## src/rtl/video_capture.sv

```systemverilog
// video_capture: measures the geometry of incoming active video, locks once
// LOCK_FRAMES consecutive identical frames are seen, then streams RGB565
// pixels with start-of-frame and end-of-line markers. S1 registers the raw
// inputs; every output is registered from S2, giving a 2-cycle latency.
module video_capture #(
    parameter int LOCK_FRAMES = 2,
    parameter bit VS_POL      = 1'b1
) (
    input  logic        pixel_clk,
    input  logic        sys_rst,
    input  logic        capture_en,
    input  logic        video_hs,
    input  logic        video_vs,
    input  logic        video_de,
    input  logic [23:0] video_rgb,
    output logic [15:0] data_out,
    output logic        data_valid,
    output logic        data_sof,
    output logic        data_eol,
    output logic [10:0] h_disp,
    output logic [10:0] v_disp,
    output logic        locked,
    output logic        frame_err
);

    typedef enum logic [1:0] {
        ST_IDLE    = 2'd0,
        ST_WAIT_VS = 2'd1,
        ST_MEASURE = 2'd2,
        ST_LOCKED  = 2'd3
    } state_t;

    localparam logic [7:0]  LOCK_CNT = 8'(LOCK_FRAMES);
    localparam logic [10:0] CNT_MAX  = 11'd2047;
    localparam logic [10:0] DIM_MAX  = 11'd2046;

    // S1 input registers and their one-cycle-delayed copies for edge detection
    logic        hs1_r;
    logic        vs1_r;
    logic        de1_r;
    logic [23:0] rgb1_r;
    logic        vs_prev_r;
    logic        de_prev_r;

    // geometry measurement
    logic [10:0] pix_cnt_r;
    logic [10:0] line_cnt_r;
    logic [10:0] first_w_r;
    logic        consist_r;

    // control state
    state_t      state_r;
    logic [7:0]  good_cnt_r;
    logic [10:0] prev_w_r;
    logic [10:0] prev_h_r;
    logic [10:0] h_disp_r;
    logic [10:0] v_disp_r;
    logic        locked_r;
    logic        frame_err_r;
    logic        stream_r;
    logic        sof_pend_r;

    // S2 output registers
    logic [15:0] data_r;
    logic        valid_r;
    logic        sof_r;
    logic        eol_r;

    // combinational decode
    logic        fall_s;
    logic        bound_s;
    logic [10:0] lines_s;
    logic [10:0] fw_s;
    logic        same_s;
    logic        frame_ok_s;
    logic        match_s;
    logic [7:0]  nxt_cnt_s;
    logic        err_s;
    logic        vld_s;
    logic        unused_s;

    // hsync and the colour LSBs dropped by RGB565 are registered but unused
    assign unused_s = ^{hs1_r, rgb1_r[18:16], rgb1_r[9:8], rgb1_r[2:0]};

    // S1: register every input once
    always_ff @(posedge pixel_clk) begin
        if (sys_rst) begin
            hs1_r     <= 1'b0;
            vs1_r     <= 1'b0;
            de1_r     <= 1'b0;
            rgb1_r    <= 24'd0;
            vs_prev_r <= 1'b0;
            de_prev_r <= 1'b0;
        end else begin
            hs1_r     <= video_hs;
            vs1_r     <= video_vs;
            de1_r     <= video_de;
            rgb1_r    <= video_rgb;
            vs_prev_r <= vs1_r;
            de_prev_r <= de1_r;
        end
    end

    // Frame/line events and the consistency verdict for the frame ending now
    always_comb begin
        fall_s  = de_prev_r & ~de1_r;
        bound_s = (vs1_r == VS_POL) && (vs_prev_r != VS_POL);

        // a line ending on the boundary cycle still belongs to the old frame
        if (fall_s && (line_cnt_r != CNT_MAX)) begin
            lines_s = line_cnt_r + 11'd1;
        end else begin
            lines_s = line_cnt_r;
        end

        if (fall_s && (line_cnt_r == 11'd0)) begin
            fw_s = pix_cnt_r;
        end else begin
            fw_s = first_w_r;
        end

        if (fall_s && (line_cnt_r != 11'd0) && (pix_cnt_r != first_w_r)) begin
            same_s = 1'b0;
        end else begin
            same_s = consist_r;
        end

        frame_ok_s = same_s
                     && (fw_s >= 11'd1) && (fw_s <= DIM_MAX)
                     && (lines_s >= 11'd1) && (lines_s <= DIM_MAX);
        match_s    = (fw_s == prev_w_r) && (lines_s == prev_h_r);

        if (!frame_ok_s) begin
            nxt_cnt_s = 8'd0;
        end else if (match_s && (good_cnt_r != 8'hFF)) begin
            nxt_cnt_s = good_cnt_r + 8'd1;
        end else if (match_s) begin
            nxt_cnt_s = good_cnt_r;
        end else begin
            nxt_cnt_s = 8'd1;
        end

        if (state_r == ST_LOCKED) begin
            err_s = (fall_s && (pix_cnt_r != h_disp_r))
                    || (bound_s && (lines_s != v_disp_r));
        end else begin
            err_s = 1'b0;
        end

        // stream only whole frames: the first boundary seen while locked opens it
        if (capture_en && (state_r == ST_LOCKED) && de1_r && !err_s) begin
            vld_s = stream_r || bound_s;
        end else begin
            vld_s = 1'b0;
        end
    end

    // Pixel/line counters and per-frame width consistency tracking
    always_ff @(posedge pixel_clk) begin
        if (sys_rst) begin
            pix_cnt_r  <= 11'd0;
            line_cnt_r <= 11'd0;
            first_w_r  <= 11'd0;
            consist_r  <= 1'b0;
        end else begin
            if (fall_s) begin
                pix_cnt_r <= 11'd0;
            end else if (de1_r && (pix_cnt_r != CNT_MAX)) begin
                pix_cnt_r <= pix_cnt_r + 11'd1;
            end else begin
                pix_cnt_r <= pix_cnt_r;
            end

            if (bound_s) begin
                line_cnt_r <= 11'd0;
                first_w_r  <= 11'd0;
                consist_r  <= 1'b1;
            end else begin
                line_cnt_r <= lines_s;
                first_w_r  <= fw_s;
                consist_r  <= same_s;
            end
        end
    end

    // Lock FSM with registered status outputs and locked geometry
    always_ff @(posedge pixel_clk) begin
        if (sys_rst) begin
            state_r     <= ST_IDLE;
            good_cnt_r  <= 8'd0;
            prev_w_r    <= 11'd0;
            prev_h_r    <= 11'd0;
            h_disp_r    <= 11'd0;
            v_disp_r    <= 11'd0;
            locked_r    <= 1'b0;
            frame_err_r <= 1'b0;
            stream_r    <= 1'b0;
        end else begin
            frame_err_r <= 1'b0;
            if (!capture_en) begin
                state_r    <= ST_IDLE;
                good_cnt_r <= 8'd0;
                locked_r   <= 1'b0;
                stream_r   <= 1'b0;
            end else begin
                case (state_r)
                    ST_IDLE: begin
                        state_r <= ST_WAIT_VS;
                    end
                    ST_WAIT_VS: begin
                        if (bound_s) begin
                            state_r    <= ST_MEASURE;
                            good_cnt_r <= 8'd0;
                        end
                    end
                    ST_MEASURE: begin
                        if (bound_s) begin
                            prev_w_r   <= fw_s;
                            prev_h_r   <= lines_s;
                            good_cnt_r <= nxt_cnt_s;
                            if ((nxt_cnt_s != 8'd0) && (nxt_cnt_s >= LOCK_CNT)) begin
                                state_r  <= ST_LOCKED;
                                locked_r <= 1'b1;
                                stream_r <= 1'b0;
                                h_disp_r <= fw_s;
                                v_disp_r <= lines_s;
                            end
                        end
                    end
                    ST_LOCKED: begin
                        if (err_s) begin
                            state_r     <= ST_MEASURE;
                            good_cnt_r  <= 8'd0;
                            locked_r    <= 1'b0;
                            stream_r    <= 1'b0;
                            frame_err_r <= 1'b1;
                        end else if (bound_s) begin
                            stream_r <= 1'b1;
                        end
                    end
                    default: begin
                        state_r  <= ST_IDLE;
                        locked_r <= 1'b0;
                        stream_r <= 1'b0;
                    end
                endcase
            end
        end
    end

    // S2: RGB565 pixel, strobes and frame/line markers
    always_ff @(posedge pixel_clk) begin
        if (sys_rst) begin
            data_r     <= 16'd0;
            valid_r    <= 1'b0;
            sof_r      <= 1'b0;
            eol_r      <= 1'b0;
            sof_pend_r <= 1'b0;
        end else begin
            data_r  <= {rgb1_r[23:19], rgb1_r[15:10], rgb1_r[7:3]};
            valid_r <= vld_s;
            sof_r   <= vld_s && (sof_pend_r || bound_s);
            // next pixel (entering S1 now) has DE low: this one ends the line
            eol_r   <= vld_s && !video_de;
            if (!capture_en || (state_r != ST_LOCKED)) begin
                sof_pend_r <= 1'b0;
            end else if (vld_s) begin
                sof_pend_r <= 1'b0;
            end else if (bound_s) begin
                sof_pend_r <= 1'b1;
            end else begin
                sof_pend_r <= sof_pend_r;
            end
        end
    end

    assign data_out   = data_r;
    assign data_valid = valid_r;
    assign data_sof   = sof_r;
    assign data_eol   = eol_r;
    assign h_disp     = h_disp_r;
    assign v_disp     = v_disp_r;
    assign locked     = locked_r;
    assign frame_err  = frame_err_r;

endmodule

```

## config.mk

```make
export PLATFORM = sky130hd
export DESIGN_NAME = video_capture
export DESIGN_NICKNAME = d
export VERILOG_FILES = /design/src/rtl/video_capture.sv
export SDC_FILE = /design/constraint.sdc
export NUM_CORES = 1
export LEC_CHECK = 0
export CAP_MARGIN = 20
export CORE_MARGIN = 5
export CORE_UTILIZATION = 40
export CTS_CLUSTER_DIAMETER = 200
export DETAILED_ROUTE_END_ITERATION = 10
export SLEW_MARGIN = 10
export SYNTH_ARGS = -nofsm -noshare
export SYNTH_HDL_FRONTEND = slang
export SYNTH_SLANG_ARGS = --single-unit
```

## constraint.sdc

```tcl
create_clock -name pixel_clk -period 4.8 [get_ports pixel_clk]
set_input_delay 0.48 -clock pixel_clk [delete_from_list [all_inputs] [get_ports pixel_clk]]
set_output_delay 0.48 -clock pixel_clk [all_outputs]
set_load 0.02 [all_outputs]
```

==> impl.org <==
** Run status
- Result of the run :: completed

** CTS
- Clock tree synthesis found a total of 131 sinks.
- Postcts setup bufs :: 0
- Library cell used as clock root buffer :: sky130_fd_sc_hd__clkbuf_16
- For the worst-skew pair, the clock arrives at the later sink with an insertion delay of 410 ps.
- For this design, the CTS-stage hold fixing added 0 buffers.
- Worst-case clock buffer depth :: 2
- Post-CTS resize count :: 0
- TritonCTS built the clock tree.
- The H-tree was split into 4 levels.
- Buffers inserted during clock tree synthesis total 17.
- Clock-pin slew on the worst setup and hold paths :: 60 ps

** STA
- The number of max-slew violations in the final report is 0.
- Derived from the worst setup path, the maximum achievable clock frequency is 250 MHz.
- Shortest clock period the worst path allows after layout :: 4010 ps
- Setup violations remaining at the end of the flow were counted as 0.
- At the pin with the least slew margin, the transition time is 1100 ps.
- Setup repair after global routing left no endpoint under its margin.
- Clock skew :: 6.51 ps
- Total Negative Setup Slacks :: 0 ps
- Max-slew headroom at the worst pin :: 0.268
- Dividing the final minimum period by the clock period gives 0.835.
- Fin. Hold Viols :: 0

** Routing
- The routed layout has 5,505 vias.
- Antenna viol nets, final :: 0
- Number of DRC markers after the initial detailed-route iteration :: 449
- The pre-antenna-repair detailed-routing pass consisted of 5 iterations.
- Dividing the detail-routed wire length by the instance count gives 17.9 microns.
- Wirelength, routed :: 17.8 mm
- Vias per cell :: 5.55
- Remaining routing DRC violations :: 0

** Final layout
- Fraction of layout instances using a drive strength above 1 :: 0.0743
- Finished Layout Cells :: 992
- At the end of the flow, the number of nets in the layout was 802.
- The repair_antennas step left the layout with diodes totalling 0.
- Area growth from synthesis to final layout :: 21.0%
- Post-route cell area :: 0.00762 sq mm

** Yosys
- Cells after Synth :: 729
- In the synthesized netlist the async set-or-reset flop fraction comes to 0.
- Of the total synthesized cell area, the portion taken by AND, OR, NAND and NOR gates is 0.259.
- The synthesized netlist occupies a cell area of 0.00630 sq mm.
- Warnings from Yosys :: 0
- The share of the Yosys chip area taken by registers is 0.416.
- In this run, synthesis inferred 0 flip-flops with an integrated enable.
- Area share of xor/xnor cells in the synthesized design :: 0.0926
- After synthesis, the largest family of logic cells by area is simple AND/OR/NAND/NOR gates.
- Compound-gate portion of the synthesized area :: 0.156
- The number of nets in the synthesized netlist is 763.
- Synthesis instantiated 65 different standard cells from the library.
- Of the total synthesized cell area, the portion taken by full adders, half adders and majority gates is 0.00794.
- The portion of synthesized area spent on multiplexers is 0.0214.
- After synthesis the netlist holds a flip-flop and latch count of 131.
- Average footprint of a synthesized cell :: 8.64 sq um
- Most used flip-flop cell after synthesis :: sky130_fd_sc_hd__dfxtp_1

** Critical path
- Along the worst path, the maximum fanout reaches 19.
- Setup slack on the worst flop-to-flop path :: 790 ps
- Beginning of the worst register-to-register path :: line_cnt_r[0]$_SDFF_PP0_
- For the worst setup path, the data required time is 5060 ps.
- End of the worst register-to-register path :: h_disp[9]$_SDFFE_PP0P_
- Crit path kind :: reg -> reg
- STA classifies the critical path endpoint as a register.
- Worst Path Arrival :: 4270 ps
- Kind of start point of the critical path :: register
- Depth of the most critical reg-to-reg path :: 10

** Pwr
- LEAKAGE :: 0.00267 uW
- Part of the power in the clock network :: 0.515
- Across the VDD grid, the largest voltage drop is 0.244 mV.
- Of the total power, the share spent switching nets is 0.237.
- Internal power consumption :: 1940 uW
- For this design the total switching power over the nets is 602 uW.
- Relative contribution of sequential cells to total power :: 0.440
- For this design the ratio of total power to cell area is 333 mW/mm^2.
- Share of power burned in combinational logic :: 0.045

** Place
- In this run, placement finished with an instance count of 960.
- Number of buffers added on ports :: 63
- The HPWL after detailed placement is 12.8 mm.
- Placed Instance Area :: 0.00702 sq mm
- Final Wtd Congestion :: 0.915

** Floorplan
- In this run the vertical extent of the chip is 135 microns.
- The die covers 0.0184 sq mm.
- 73 I/O pins were placed.
- For this configuration, the core starts out at a cell density of 0.411.
- The die is 135 microns wide.
- The total area inside the core boundary comes to 0.0153 sq mm.
- Rows :: 45

** Global routing
- Across every metal layer, demand over resource in global routing totals 0.197.
- Initial antenna violation count :: 0
- The number of global-route vias before repair was 5,309.
- The first global-routing pass estimated 28.8 mm of wire.
- Global route overflow :: 0
- Maximum number of pins on one net before global-route repair :: 56

** Min path
- Worst min-delay path endpoint :: data_out[1]$_SDFF_PP0_
- Worst hold path cell count :: 1
- Hold Path Origin :: rgb1_r[4]$_SDFF_PP0_
- Worst hold path class :: reg -> reg

** Job
- Maxcap violations :: 0
layer usage:
layer,share of wire,track usage,vias to the layer above
li1,-,-,2679
met1,0.45,0.267,2634
met2,0.48,0.317,170
met3,0.050,0.0319,22
met4,0.020,0.0739,0
met5,0,0,-
stage by stage:
| stage | setup WS, ps | utilization | total power [uW] | hold WS, ps |
|---|---|---|---|---|
| final | 794 | 0.498 | 2540 | 434 |
| after global routing | 492 | 0.498 | 2620 | 453 |
| after CTS | 838 | 0.498 | 2560 | 435 |
| after detailed placement | 894 | 0.458 | 1250 | 420 |
| after global placement | 920 | 0.458 | 1250 | 418 |
| after floorplan | 1730 | - | 1210 | 414 |
layout make-up:
type                            instances  area, sq um
Fill cell                            1478         7690
Multi-Input combinational cell        531         3380
Sequential cell                       131         2620
Timing Repair Buffer                   73          701
Clock buffer                           17          425
Tap cell                              211          264
Clock inverter                         15          175
Inverter                               14         52.6
synthesized netlist by cell type (5+ instances only):
cell type / number / area, sq um
sky130_fd_sc_hd__nand2b_1: 9 / 56.3
sky130_fd_sc_hd__nand3_1: 31 / 155
sky130_fd_sc_hd__and2_1: 5 / 31.3
sky130_fd_sc_hd__a211oi_1: 38 / 285
sky130_fd_sc_hd__nor3_1: 18 / 90.1
sky130_fd_sc_hd__inv_1: 14 / 52.6
sky130_fd_sc_hd__nor2b_1: 41 / 257
sky130_fd_sc_hd__o21ai_0: 19 / 95.1
sky130_fd_sc_hd__buf_2: 11 / 55.1
sky130_fd_sc_hd__a31oi_1: 5 / 31.3
sky130_fd_sc_hd__clkbuf_1: 34 / 128
sky130_fd_sc_hd__nor2_1: 83 / 312
sky130_fd_sc_hd__nor4_1: 13 / 81.3
sky130_fd_sc_hd__nand4_1: 21 / 131
sky130_fd_sc_hd__mux2i_1: 11 / 110
sky130_fd_sc_hd__xor2_1: 15 / 131
sky130_fd_sc_hd__dfxtp_1: 131 / 2620
sky130_fd_sc_hd__nand2_1: 33 / 124
sky130_fd_sc_hd__xnor2_1: 49 / 429
sky130_fd_sc_hd__a21oi_1: 54 / 270
sky130_fd_sc_hd__and3_1: 11 / 68.8
critical path, cell delays in order (launching register included):
cell,delay [ps]
sky130_fd_sc_hd__dfxtp_1,510
sky130_fd_sc_hd__ha_1,370
sky130_fd_sc_hd__nand3_1,290
sky130_fd_sc_hd__nor2_1,430
sky130_fd_sc_hd__mux2_2,410
sky130_fd_sc_hd__a2111oi_0,760
sky130_fd_sc_hd__and4_1,330
sky130_fd_sc_hd__nand4_2,200
sky130_fd_sc_hd__nor2_2,160
sky130_fd_sc_hd__buf_4,260
sky130_fd_sc_hd__a211oi_1,120
logic make-up (layout without fill, tap and decap cells):
logic type      after synthesis  count (layout)
xor+xnor                     65              65
fa+ha+maj                     4               4
buf+inv                      67             119
flops                       131             131
mux                          13              13
compound gates              150             150
simple gates                299             299
power groups by stage:
stage / logic, uW / clock network [uW] / registers (uW)
floorplan: 67.3 / 0 / 1140
global placement: 114 / 0 / 1140
detailed placement: 115 / 0 / 1140
CTS: 115 / 1330 / 1120
global route: 125 / 1370 / 1120
finish: 115 / 1310 / 1120
layout by cell type, fill, tap and decap left out, types with 5 or more instances in the layout:
| cell | Yosys | layout |
|---|---|---|
| sky130_fd_sc_hd__a211oi_1 | 38 | 38 |
| sky130_fd_sc_hd__a21oi_1 | 54 | 54 |
| sky130_fd_sc_hd__a31oi_1 | 5 | 5 |
| sky130_fd_sc_hd__and2_1 | 5 | 5 |
| sky130_fd_sc_hd__and3_1 | 11 | 11 |
| sky130_fd_sc_hd__buf_4 | 4 | 10 |
| sky130_fd_sc_hd__clkbuf_16 | 0 | 17 |
| sky130_fd_sc_hd__clkdlybuf4s50_1 | 0 | 62 |
| sky130_fd_sc_hd__clkinv_4 | 0 | 5 |
| sky130_fd_sc_hd__dfxtp_1 | 131 | 131 |
| sky130_fd_sc_hd__inv_1 | 14 | 14 |
| sky130_fd_sc_hd__mux2i_1 | 11 | 11 |
| sky130_fd_sc_hd__nand2_1 | 33 | 33 |
| sky130_fd_sc_hd__nand2b_1 | 9 | 9 |
| sky130_fd_sc_hd__nand3_1 | 31 | 31 |
| sky130_fd_sc_hd__nand4_1 | 21 | 21 |
| sky130_fd_sc_hd__nor2_1 | 83 | 83 |
| sky130_fd_sc_hd__nor2b_1 | 41 | 41 |
| sky130_fd_sc_hd__nor3_1 | 18 | 18 |
| sky130_fd_sc_hd__nor4_1 | 13 | 13 |
| sky130_fd_sc_hd__o21ai_0 | 19 | 19 |
| sky130_fd_sc_hd__xnor2_1 | 49 | 49 |
| sky130_fd_sc_hd__xor2_1 | 15 | 15 |
registers in the layout, indices dropped and copies added (netlist names), 2 cells and up:
name and flops:
prev_h_r 11, v_disp 11, h_disp 11, prev_w_r 11, data_out 16, line_cnt_r 11, state_r 2, first_w_r 11
good_cnt_r 8, pix_cnt_r 11, rgb1_r 16
worst max-delay path by stage:
| stage | from | endpoint | slack, ps | cells past startpoint |
|---|---|---|---|---|
| 4_1_cts | line_cnt_r[0]$_SDFF_PP0_ | h_disp[2]$_SDFFE_PP0P_ | 840 | 9 |
| 3_5_place_dp | line_cnt_r[0]$_SDFF_PP0_ | h_disp[9]$_SDFFE_PP0P_ | 890 | 10 |
| 2_1_floorplan | line_cnt_r[1]$_SDFF_PP0_ | v_disp[10]$_SDFFE_PP0P_ | 1730 | 13 |
| 5_1_grt | line_cnt_r[0]$_SDFF_PP0_ | h_disp[2]$_SDFFE_PP0P_ | 490 | 11 |
| 3_3_place_gp | line_cnt_r[0]$_SDFF_PP0_ | v_disp[0]$_SDFFE_PP0P_ | 920 | 10 |
| 6_report | line_cnt_r[0]$_SDFF_PP0_ | h_disp[9]$_SDFFE_PP0P_ | 790 | 10 |
(Power assumes the default switching activity.)
